<file path="config.mk">
export PLATFORM = sky130hd
export DESIGN_NAME = serial_subtractor_flat
export DESIGN_NICKNAME = d
export VERILOG_FILES = /design/src/rtl/serial_subtractor_if.sv /design/src/rtl/serial_subtractor.sv /design/src/flat_wrapper.sv
export SDC_FILE = /design/constraint.sdc
export NUM_CORES = 1
export LEC_CHECK = 0
export CORE_MARGIN = 8
export CORE_UTILIZATION = 40
export DETAILED_ROUTE_END_ITERATION = 10
export DONT_BUFFER_PORTS = 1
export GPL_ROUTABILITY_DRIVEN = 0
export HOLD_SLACK_MARGIN = 0.12
export PLACE_DENSITY_LB_ADDON = 0.15
export SLEW_MARGIN = 15
export SYNTH_ARGS = -nofsm -noshare
export SYNTH_HDL_FRONTEND = slang
export SYNTH_SLANG_ARGS = --single-unit
</file>
<file path="constraint.sdc">
create_clock -name clk -period 2.2 [get_ports clk]
set_input_delay 0.33 -clock clk [delete_from_list [all_inputs] [get_ports clk]]
set_output_delay 0.33 -clock clk [all_outputs]
set_load 0.05 [all_outputs]
</file>
<file path="src/rtl/serial_subtractor_if.sv">
// serial_subtractor_if
//   Start/done handshake and operand/result bundle for serial_subtractor.
//   master : requester side, drives start/a/b/bin and observes the result
//   slave  : subtractor side, drives busy/done/diff/borr/ovf
//   Signals:
//     start  request, honoured only while busy is low
//     a, b   minuend / subtrahend (WIDTH bits)
//     bin    borrow-in
//     busy   subtraction in progress
//     done   one-cycle pulse, diff/borr/ovf valid
//     diff   a - b - bin modulo 2^WIDTH
//     borr   final borrow-out
//     ovf    signed two's-complement overflow
interface serial_subtractor_if #(
  parameter int WIDTH = 8
);
  logic             start;
  logic [WIDTH-1:0] a;
  logic [WIDTH-1:0] b;
  logic             bin;
  logic             busy;
  logic             done;
  logic [WIDTH-1:0] diff;
  logic             borr;
  logic             ovf;

  modport master (
    output start, a, b, bin,
    input  busy, done, diff, borr, ovf
  );

  modport slave (
    input  start, a, b, bin,
    output busy, done, diff, borr, ovf
  );
endinterface

</file>
<file path="src/rtl/serial_subtractor.sv">
// serial_subtractor
//   Bit-serial WIDTH-bit subtractor computing diff = a - b - bin, one bit per
//   clock, LSB first, using a single full-subtractor cell and a registered
//   borrow. The result registers only change when a subtraction completes,
//   so partial results never appear on diff.
//   Ports:
//     clk  rising-edge clock
//     rst  synchronous reset, active-high, priority over everything else
//     bus  serial_subtractor_if.slave (start/a/b/bin in, busy/done/diff/borr/ovf out)
//
//   state | meaning
//   ------+-----------------------------------------------------------
//   IDLE  | waiting for start; last result held on diff/borr/ovf
//   RUN   | one operand bit per clock, busy high, start ignored
//   DONE  | single-cycle done pulse; start here begins the next operation
module serial_subtractor #(
  parameter int WIDTH = 8
) (
  input  logic                clk,
  input  logic                rst,
  serial_subtractor_if.slave  bus
);

  localparam int CNT_W = (WIDTH > 1) ? $clog2(WIDTH) : 1;
  localparam logic [CNT_W-1:0] CNT_LAST = CNT_W'(WIDTH - 1);

  typedef enum logic [1:0] {
    IDLE = 2'd0,
    RUN  = 2'd1,
    DONE = 2'd2
  } state_t;

  state_t           state;
  state_t           state_nxt;
  logic             accept;

  logic [WIDTH-1:0] a_sh;
  logic [WIDTH-1:0] b_sh;
  logic [WIDTH-1:0] res_sh;
  logic [WIDTH-1:0] res_nxt;
  logic             br;
  logic             br_nxt;
  logic             d_bit;
  logic [CNT_W-1:0] cnt;
  logic             last_bit;

  logic [WIDTH-1:0] diff_q;
  logic             borr_q;
  logic             ovf_q;
  logic             ovf_nxt;

  // Full-subtractor cell on the current LSB of the operand shift registers.
  always_comb begin
    d_bit   = a_sh[0] ^ b_sh[0] ^ br;
    br_nxt  = (~a_sh[0] & b_sh[0]) | (~(a_sh[0] ^ b_sh[0]) & br);
    res_nxt = res_sh >> 1;
    res_nxt[WIDTH-1] = d_bit;
    last_bit = (cnt == CNT_LAST);
    // On the final bit the shift registers hold the operand MSBs at bit 0,
    // and d_bit is the result MSB, so overflow needs no extra capture regs.
    ovf_nxt = (a_sh[0] != b_sh[0]) && (d_bit != a_sh[0]);
  end

  always_comb begin
    state_nxt = state;
    accept    = 1'b0;
    case (state)
      IDLE: begin
        if (bus.start) begin
          state_nxt = RUN;
          accept    = 1'b1;
        end
      end
      RUN: begin
        if (last_bit) begin
          state_nxt = DONE;
        end
      end
      DONE: begin
        if (bus.start) begin
          state_nxt = RUN;
          accept    = 1'b1;
        end else begin
          state_nxt = IDLE;
        end
      end
      default: begin
        state_nxt = IDLE;
      end
    endcase
  end

  always_ff @(posedge clk) begin
    if (rst) begin
      state <= IDLE;
    end else begin
      state <= state_nxt;
    end
  end

  always_ff @(posedge clk) begin
    if (rst) begin
      a_sh   <= '0;
      b_sh   <= '0;
      res_sh <= '0;
      br     <= 1'b0;
      cnt    <= '0;
      diff_q <= '0;
      borr_q <= 1'b0;
      ovf_q  <= 1'b0;
    end else if (accept) begin
      a_sh <= bus.a;
      b_sh <= bus.b;
      br   <= bus.bin;
      cnt  <= '0;
    end else if (state == RUN) begin
      a_sh   <= a_sh >> 1;
      b_sh   <= b_sh >> 1;
      br     <= br_nxt;
      res_sh <= res_nxt;
      // The counter stops being meaningful after the last bit; it is
      // reloaded on the next accepted start, so its wrap is harmless.
      cnt    <= cnt + CNT_W'(1);
      if (last_bit) begin
        diff_q <= res_nxt;
        borr_q <= br_nxt;
        ovf_q  <= ovf_nxt;
      end
    end
  end

  assign bus.busy = (state == RUN);
  assign bus.done = (state == DONE);
  assign bus.diff = diff_q;
  assign bus.borr = borr_q;
  assign bus.ovf  = ovf_q;

endmodule

</file>
<file path="src/flat_wrapper.sv">
// flat-port wrapper written by rule: the top's interface ports become plain ports
module serial_subtractor_flat 
#(
  parameter int WIDTH = 8
)
  (clk, rst, bus_start, bus_a, bus_b, bus_bin, bus_busy, bus_done, bus_diff, bus_borr, bus_ovf);
  serial_subtractor_if #(.WIDTH(WIDTH)) bus_i ();
  input  logic clk;
  input  logic rst;
  input wire logic [$bits(bus_i.start)-1:0] bus_start;
  input wire logic [$bits(bus_i.a)-1:0] bus_a;
  input wire logic [$bits(bus_i.b)-1:0] bus_b;
  input wire logic [$bits(bus_i.bin)-1:0] bus_bin;
  output wire logic [$bits(bus_i.busy)-1:0] bus_busy;
  output wire logic [$bits(bus_i.done)-1:0] bus_done;
  output wire logic [$bits(bus_i.diff)-1:0] bus_diff;
  output wire logic [$bits(bus_i.borr)-1:0] bus_borr;
  output wire logic [$bits(bus_i.ovf)-1:0] bus_ovf;
  assign bus_i.start = bus_start;
  assign bus_i.a = bus_a;
  assign bus_i.b = bus_b;
  assign bus_i.bin = bus_bin;
  assign bus_busy = bus_i.busy;
  assign bus_done = bus_i.done;
  assign bus_diff = bus_i.diff;
  assign bus_borr = bus_i.borr;
  assign bus_ovf = bus_i.ovf;
  serial_subtractor #(.WIDTH(WIDTH)) u_core (.clk(clk), .rst(rst), .bus(bus_i));
endmodule
</file>
# Word-level counts from Yosys, hierarchy flattened
# Cells that the tools add are included.
[totals]
reg_bits = 40
inputBits = 20
out_inout_bits = 12
elab_cells = 45
[classes]
addsub = 1
n_eq_ne = 7
mux = 12
n_bitwise = 8
reduce_logical = 8
[ops]
columns = ["operator", "n"]
rows = [
  ["8-bit two-way mux", 4],
  ["2-bit one-hot mux with 3 select lines", 1],
  ["1-bit two-way mux", 5],
  ["2-bit two-way mux", 2],
  ["2-bit AND reduction", 2],
  ["2-bit OR reduction", 2],
  ["3-bit by 1-bit adder with 3-bit output (second input constant)", 1],
  ["3-bit == test (second input constant)", 1],
  ["1-bit inverter", 3],
  ["3-bit AND reduction", 1],
  ["1-bit AND", 2],
  ["2-bit by 1-bit == test with 1-bit output (second input constant)", 1],
  ["2-bit == test (second input constant)", 1],
  ["2-bit logical NOT", 1],
  ["1-bit != test", 2],
  ["2-bit by 1-bit != test with 1-bit output (second input constant)", 1],
  ["2-bit != test (second input constant)", 1],
  ["2-bit nonzero test", 1],
  ["1-bit bitwise XOR", 2],
  ["1-bit logical AND", 1],
  ["1-bit OR", 1],
]

# Longest topological paths before layout
# Gate-level depths: netlist of the first run.
[depth]
word_depth = 6
mapped_depth = 6
depth_no_buf = 5

# Worst setup path after synthesis of the first run
# Ideal clock, no wire load.
[synth_timing]
kind = "register to register"
from = "reg u_core.a_sh[0]"
to = "reg u_core.ovf_q, in the netlist u_core.bus.ovf"
setup_time_ns = 0.070
arrival_time_ns = 1.458
t_required_ns = 2.130
path_slack_ns = 0.672
path_stages_with_launch = 6
n_path_buf = 0
synth_period_minus_slack_ns = 1.528
cell_sequence = "dfxtp_1 -> inv_1 -> fa_1 -> xor2_1 -> or3_1 -> a21oi_1"
[synth_via]
elab_chain_cells = 4
word_cells_on_any_way = 5
classes_between = "2 x eq/ne; 2 x bitwise; 1 x reduce/logical"
[synth_lines]
columns = ["item", "line", "rtl"]
rows = [
  ["start, declared", "serial_subtractor.sv:37", "logic [WIDTH-1:0] a_sh;"],
  ["start signal, assigned", "serial_subtractor.sv:112", "a_sh <= bus.a;"],
  ["start signal, assigned", "serial_subtractor.sv:117", "a_sh <= a_sh >> 1;"],
  ["1-bit bitwise XOR (2 in a row)", "serial_subtractor.sv:54", "d_bit = a_sh[0] ^ b_sh[0] ^ br;"],
  ["1-bit != test", "serial_subtractor.sv:61", "ovf_nxt = (a_sh[0] != b_sh[0]) && (d_bit != a_sh[0]);"],
  ["1-bit logical AND (*)", "serial_subtractor.sv:61", ""],
  ["end signal, assigned", "serial_subtractor.sv:127", "ovf_q <= ovf_nxt;"],
  ["end, declared", "serial_subtractor.sv:49", "logic ovf_q;"],
]
# Every way passes the cells marked *; elsewhere a longest branch is shown, timed or not.
# A chain may end at the register's enable or synchronous reset.

# Worst setup path in the final report of the first run
# Same ends and word-level chain as after synthesis.

==> metrics.md, run 1 <==
| Metric | Value |
|---|---|
| Post-synthesis sequential area ratio | `49.3%` |
| Port buffer count | `0` |
| Clock latency on the worst-skew pair | `0.29 ns` |
| Die X | `78.9 microns` |
| I/O pin cnt | `32` |
| Crit path required time | `2.42 ns` |
| P_leak | `0.000594 uW` |
| Fmax | `0.613 GHz` |
| Worst setup SP type | `flop` |
| Rel. slew slack | `53.5%` |
| Status | `finished clean` |
| Post-Synthesis Cells | `176` |
| R2R depth | `5` |
| Starting Density | `40.5%` |
| Crit Path Max Fanout | `3` |
| Drt total wl | `3410 microns` |
| Reg2reg end | `u_core.bus.ovf` |
| Ratio of cells with drive above 1 in the final layout | `8.14%` |
| Worst Hold Depth | `2` |
| Layout Utilization | `43.2%` |
| Initial antenna violation count | `0` |
| Final Cycle Share | `74.1%` |
| Max-cap violations | `0` |
| First-pass iteration count of the detailed router | `4` |
| Ys Warns | `0` |
| Fin Clk Skew | `0.00600 ns` |
| Vias in the first global route | `1172` |
| DR vias | `1208` |
| Sw power | `349 uW` |
| DR vias/cell | `5.44` |
| Fin nets | `195` |
| Floorplan core area | `3910 sq um` |
| #FFs+latches synth | `39` |
| Antenna diodes | `0` |
| Grt ovf | `0` |
| Full die area | `6230 sq um` |
| Most common cell after layout, fill and taps aside | `dfxtp_1` |
| Syn nets | `200` |
| Critical path class | `reg -> reg` |
| Root Driver | `clkbuf_8` |
| Pwr/cell area | `884 nW/um^2` |
| Synth async-reset ratio | `0%` |
| Gr usage total | `11.5%` |
| Tmin final | `1.63 ns` |
| Top FF cell, synth | `dfxtp_1` |
| Hold EP | `u_core.b_sh[7]` |
| Worst path max stage delay | `0.50 ns` |
| Post-CTS Setup Bufs | `0` |
| Clock buffer depth | `2` |
| Mapped Area | `1580 sq um` |
| CTS tree | `done` |
| Most frequent cells in the layout | `dfxtp_1 (39), a21oi_1 (32), nand2_1 (31), nand3_1 (17), a22oi_1 (15)` |
| Switching part of the total | `23.4%` |
| Die height | `78.9 microns` |
| Netlist cell types | `29` |
| Worst Setup End Kind | `flop` |
| Setup violations, final | `0` |
| Sequential share of power | `50.3%` |
| Cell Int Power | `1150 uW` |
| Final HPWL DP | `2270 microns` |
| Synth Area per Inst | `9.00 sq um` |
| H-Tree Depth | `2` |
| Largest net degree at the start of global routing | `40` |
| R2R setup slack | `0.57 ns` |
| CTS clk-pin slew, worst paths | `0.07 ns` |
| Logic pwr share | `8.8%` |
| Final Max Tran Viols | `0` |
| Critical Path, Cell by Cell | `inv_1 -> fa_1 -> xor2_1 -> or3_1 -> a21oi_1` |
| Wire length of the first global-routing pass | `5670 microns` |
| Clock power share | `40.9%` |
| RSZ-0062 raised after global routing | `no` |
| Slowest-stage cell, CP | `fa_1` |
| Layout area overhead | `6.71%` |
| CP arrival | `1.85 ns` |
| Remaining DRCs | `0` |
| Post_cts resized | `0` |
| WL/cell | `15.4 microns` |
| Total CTS buffers | `5` |
| Setup tns final | `0 ns` |
| Final hold violations | `0` |
| HP Start | `bus_b[7]` |
| Worst vdd ir | `0.000371 V` |
| Least-Margin Pin Slew | `0.697 ns` |
| Worst min path class | `in -> reg` |
| Crit Reg-Reg Startpoint | `u_core.a_sh[0]` |
| Clock sinks | `39` |
| Post-synth EDFFs | `0` |
| Number of core rows | `23` |
| Antenna-violating nets left | `0` |
| Starting DRC count in detailed routing | `92` |
## synthesized netlist by cell type (all sizes together), types with 2 or more instances
library cell	count	area share, %
and2b	2	0.95
nand2	31	7.3
inv	2	0.79
a21oi	32	10
nor3	3	1.3
ha	3	2.4
buf	13	6.4
nand3	17	5.4
a211oi	2	1.3
mux2i	2	1.3
nand2b	2	0.79
dfxtp	39	49
clkbuf	2	0.47
nor2	4	0.95
a22oi	15	7.1
## how the worst max path moves through the flow
stage | slack [ns] | endpoint | from
final | 0.57 | u_core.bus.ovf | u_core.a_sh[0]
after global routing | 0.51 | u_core.bus.ovf | u_core.a_sh[0]
after CTS | 0.57 | u_core.bus.ovf | u_core.a_sh[0]
after detailed placement | 0.59 | u_core.bus.ovf | u_core.a_sh[0]
after global placement | 0.65 | u_core.bus.ovf | u_core.a_sh[0]
after floorplan | 0.67 | u_core.bus.ovf | u_core.a_sh[0]
## area by class of cell
type,instances,area (sq um)
clock buffer,6,82.6
clock inverter,2,35.0
fill,416,2220
inverter,2,12.5
multi-input combinational,120,682
sequential,39,781
tap,50,62.6
timing repair buffer,3,35.0
## worst max-delay path: cells and delay by family, from the launching register on
kind / cells / cell delay, ns
DFF: 1 / 0.37
adders and majority gates: 1 / 0.50
xor gates and xnor gates: 1 / 0.16
and+or+nand+nor: 1 / 0.30
AOI/OAI and AO/OA: 1 / 0.15
buffers and inverters: 1 / 0.09
## metrics by stage
stage               worst slack [ns]  power (uW)  hold WS (ns)  area, sq um  std cells
finish                         0.570        1490         0.173         1690        222
global route                   0.511        1560         0.171         1690        222
CTS                            0.573        1520         0.166         1690        222
detailed placement             0.591         886         0.406         1550        213
global placement               0.649         880         0.403         1550        213
floorplan                      0.672         889         0.432         1580        176
## routing by layer
metal | up-vias | track usage, % | share of wire (%)
met5 | - | 0 | 0
met4 | 0 | 5.74 | 2.6
met3 | 8 | 5.64 | 7.7
met2 | 28 | 17.9 | 47
met1 | 577 | 12.8 | 43
li1 | 595 | - | -
## cell families (layout without fill, tap and decap cells)
kind of cell | after synthesis | after routing | synth area share (%)
AO/OA/AOI/OAI | 50 | 50 | 19.0
XOR/XNOR | 2 | 2 | 1.11
adder cells (fa/ha/maj) | 4 | 4 | 3.63
buffers and inverters | 17 | 13 | 7.66
flip-flops | 39 | 39 | 49.3
multiplexers | 2 | 2 | 1.26
AND/OR/NAND/NOR | 62 | 62 | 18.1
## flip-flops by register name, summed over array words and instances, names as in the netlist
| signal | flops |
|---|---|
| u_core.a_sh | 8 |
| u_core.b_sh | 8 |
| u_core.bus.diff | 8 |
| u_core.res_sh | 7 |
| u_core.cnt | 3 |
| u_core.state | 2 |
| u_core.br | 1 |
| u_core.bus.borr | 1 |
| u_core.bus.ovf | 1 |
## what timing repair did
action	CTS	global route
endpoints found under the hold margin	39	0
hold buffers	1	0
endpoints found under the setup margin	0	0
## power groups by stage
stage | Sequential (uW) | Clock, uW | Combinational (uW)
global placement | 766 | 0 | 115
global route | 755 | 660 | 147
detailed placement | 768 | 0 | 118
CTS | 751 | 631 | 133
finish | 752 | 611 | 132
floorplan | 763 | 0 | 126
Note: power is estimated with default switching activity, not from simulation.
==> run 2, diff against run 1 <==
==> constraint.sdc (replaced) <==
create_clock -name clk -period 1.6 [get_ports clk]
set_input_delay 0.24 -clock clk [delete_from_list [all_inputs] [get_ports clk]]
set_output_delay 0.24 -clock clk [all_outputs]
set_load 0.05 [all_outputs]
==> metrics.md, run 2 (same netlist as run 1, synthesis figures left out) <==
| Metric | Value |
|---|---|
| Status | `finished clean` |
| Gr usage total | `11.3%` |
| Full die area | `6230 sq um` |
| R2R depth | `5` |
| Final Max Tran Viols | `0` |
| R2R setup slack | `0.1 ns` |
| I/O pin cnt | `32` |
| Worst Setup End Kind | `flop` |
| Vias in the first global route | `1194` |
| CTS clk-pin slew, worst paths | `0.08 ns` |
| Starting Density | `40.5%` |
| First-pass iteration count of the detailed router | `5` |
| Crit path max-delay family | `adder cells` |
| Fmax | `0.667 GHz` |
| Post-route setup slack | `0.0998 ns` |
| Total CTS buffers | `5` |
| Layout area overhead | `14.8%` |
| RSZ-0062 raised after global routing | `no` |
| Tmin final | `1.50 ns` |
| Worst path max stage delay | `0.50 ns` |
| Port buffer count | `0` |
| Die height | `78.9 microns` |
| Final HPWL DP | `2310 microns` |
| Buffer and inverter count on the worst path | `1` |
| CP arrival | `1.73 ns` |
| DR vias/cell | `5.21` |
| Number of core rows | `23` |
| WP depth | `5` |
| Critical path class | `reg -> reg` |
| Fin Clk Skew | `0.00815 ns` |
| Antenna-violating nets left | `0` |
| Starting DRC count in detailed routing | `85` |
| Most common cell after layout, fill and taps aside | `dfxtp_1` |
| Drt total wl | `3370 microns` |
| Wire length of the first global-routing pass | `5690 microns` |
| Setup tns final | `0 ns` |
| Filler cell count | `404` |
| Worst setup startpoint | `u_core.a_sh[0]` |
| Critical Path, Cell by Cell | `inv_2 -> fa_1 -> xor2_1 -> or3_1 -> a21oi_1` |
| Worst setup SP type | `flop` |
| Clock buffer depth | `2` |
| Fin nets | `215` |
| DR vias | `1262` |
| Least-Margin Pin Slew | `0.520 ns` |
| Max-cap violations | `0` |
| Die X | `78.9 microns` |
| Reg2reg end | `u_core.bus.ovf` |
| Antenna diodes | `0` |
| Post-Place Cell Area | `1670 sq um` |
| Grt ovf | `0` |
| H-Tree Depth | `2` |
| Setup violations, final | `0` |
| Placed Cells | `228` |
| Crit Path Max Fanout | `2` |
| Initial antenna violation count | `0` |
| Finished Layout Cells | `242` |
| WL/cell | `13.9 microns` |
| Most frequent cells in the layout | `dfxtp_1 (38), a21oi_1 (32), nand2_1 (31), buf_4 (19), nand3_1 (17)` |
| P_leak | `0.000675 uW` |
| Pwr/cell area | `1040 nW/um^2` |
| Final Cycle Share | `93.8%` |
| Worst vdd ir | `0.000512 V` |
| Worst min path class | `in -> reg` |
| Remaining DRCs | `0` |
| Floorplan core area | `3910 sq um` |
| CTS tree | `done` |
| Ratio of cells with drive above 1 in the final layout | `18.2%` |
| Rel. slew slack | `65.3%` |
| Root Driver | `clkbuf_8` |
| Post-Layout Inst Area | `1820 sq um` |
| Crit Reg-Reg Startpoint | `u_core.a_sh[0]` |
| Slowest-stage cell, CP | `fa_1` |
| Layout Utilization | `46.5%` |
| Clock sinks | `39` |
| Final hold violations | `0` |
| Crit path required time | `1.83 ns` |
| Worst Hold Depth | `2` |
| Crit path to | `u_core.bus.ovf` |
| Largest net degree at the start of global routing | `40` |
| Pre-CTS WS | `0.0720 ns` |
| Clock latency on the worst-skew pair | `0.29 ns` |
run 2: worst min-delay path by stage:
stage                             to  startpoint
floorplan             u_core.a_sh[7]    bus_a[7]
global placement    u_core.res_sh[7]         rst
detailed placement  u_core.res_sh[7]         rst
CTS                   u_core.b_sh[6]    bus_b[6]
global route          u_core.a_sh[6]    bus_a[6]
finish                u_core.b_sh[6]    bus_b[6]
run 2: power breakdown:
| part | switching, uW | internal [uW] | total (uW) |
|---|---|---|---|
| Combinational | 127 | 92.6 | 220 |
| Sequential | 23.9 | 1010 | 1030 |
| Clock | 344 | 303 | 647 |
run 2: through the flow:
stage	total power, uW	hold WS [ns]
after global routing	1990	0.126
after CTS	1910	0.129
after floorplan	1220	0.376
after global placement	1230	0.310
final	1900	0.138
after detailed placement	1240	0.316
run 2: layer usage:
metal  track usage [%]  routed length (microns)  vias up
li1                  -                        -      639
met1              11.9                     1410      588
met2              18.7                     1630       29
met3              6.09                      281        6
met4              4.44                       44        0
met5                 0                        0        -
run 2: repair_timing:
item                       in CTS  in global routing
hold buffers                    3                  0
setup endpoints to repair       0                  2
hold endpoints to repair       39                  0
buffers inserted                0                  2
resized for setup               0                  4
run 2: layout make-up:
type	instances	area [sq um]	area share (%)
Multi-Input combinational cell	120	684	37.6
Timing Repair inverter	1	5.00	0.275
Inverter	2	12.5	0.688
Clock buffer	5	68.8	3.79
Timing Repair Buffer	22	183	10.0
Tap cell	50	62.6	3.44
Sequential cell	39	782	43.0
Clock inverter	3	20.0	1.10
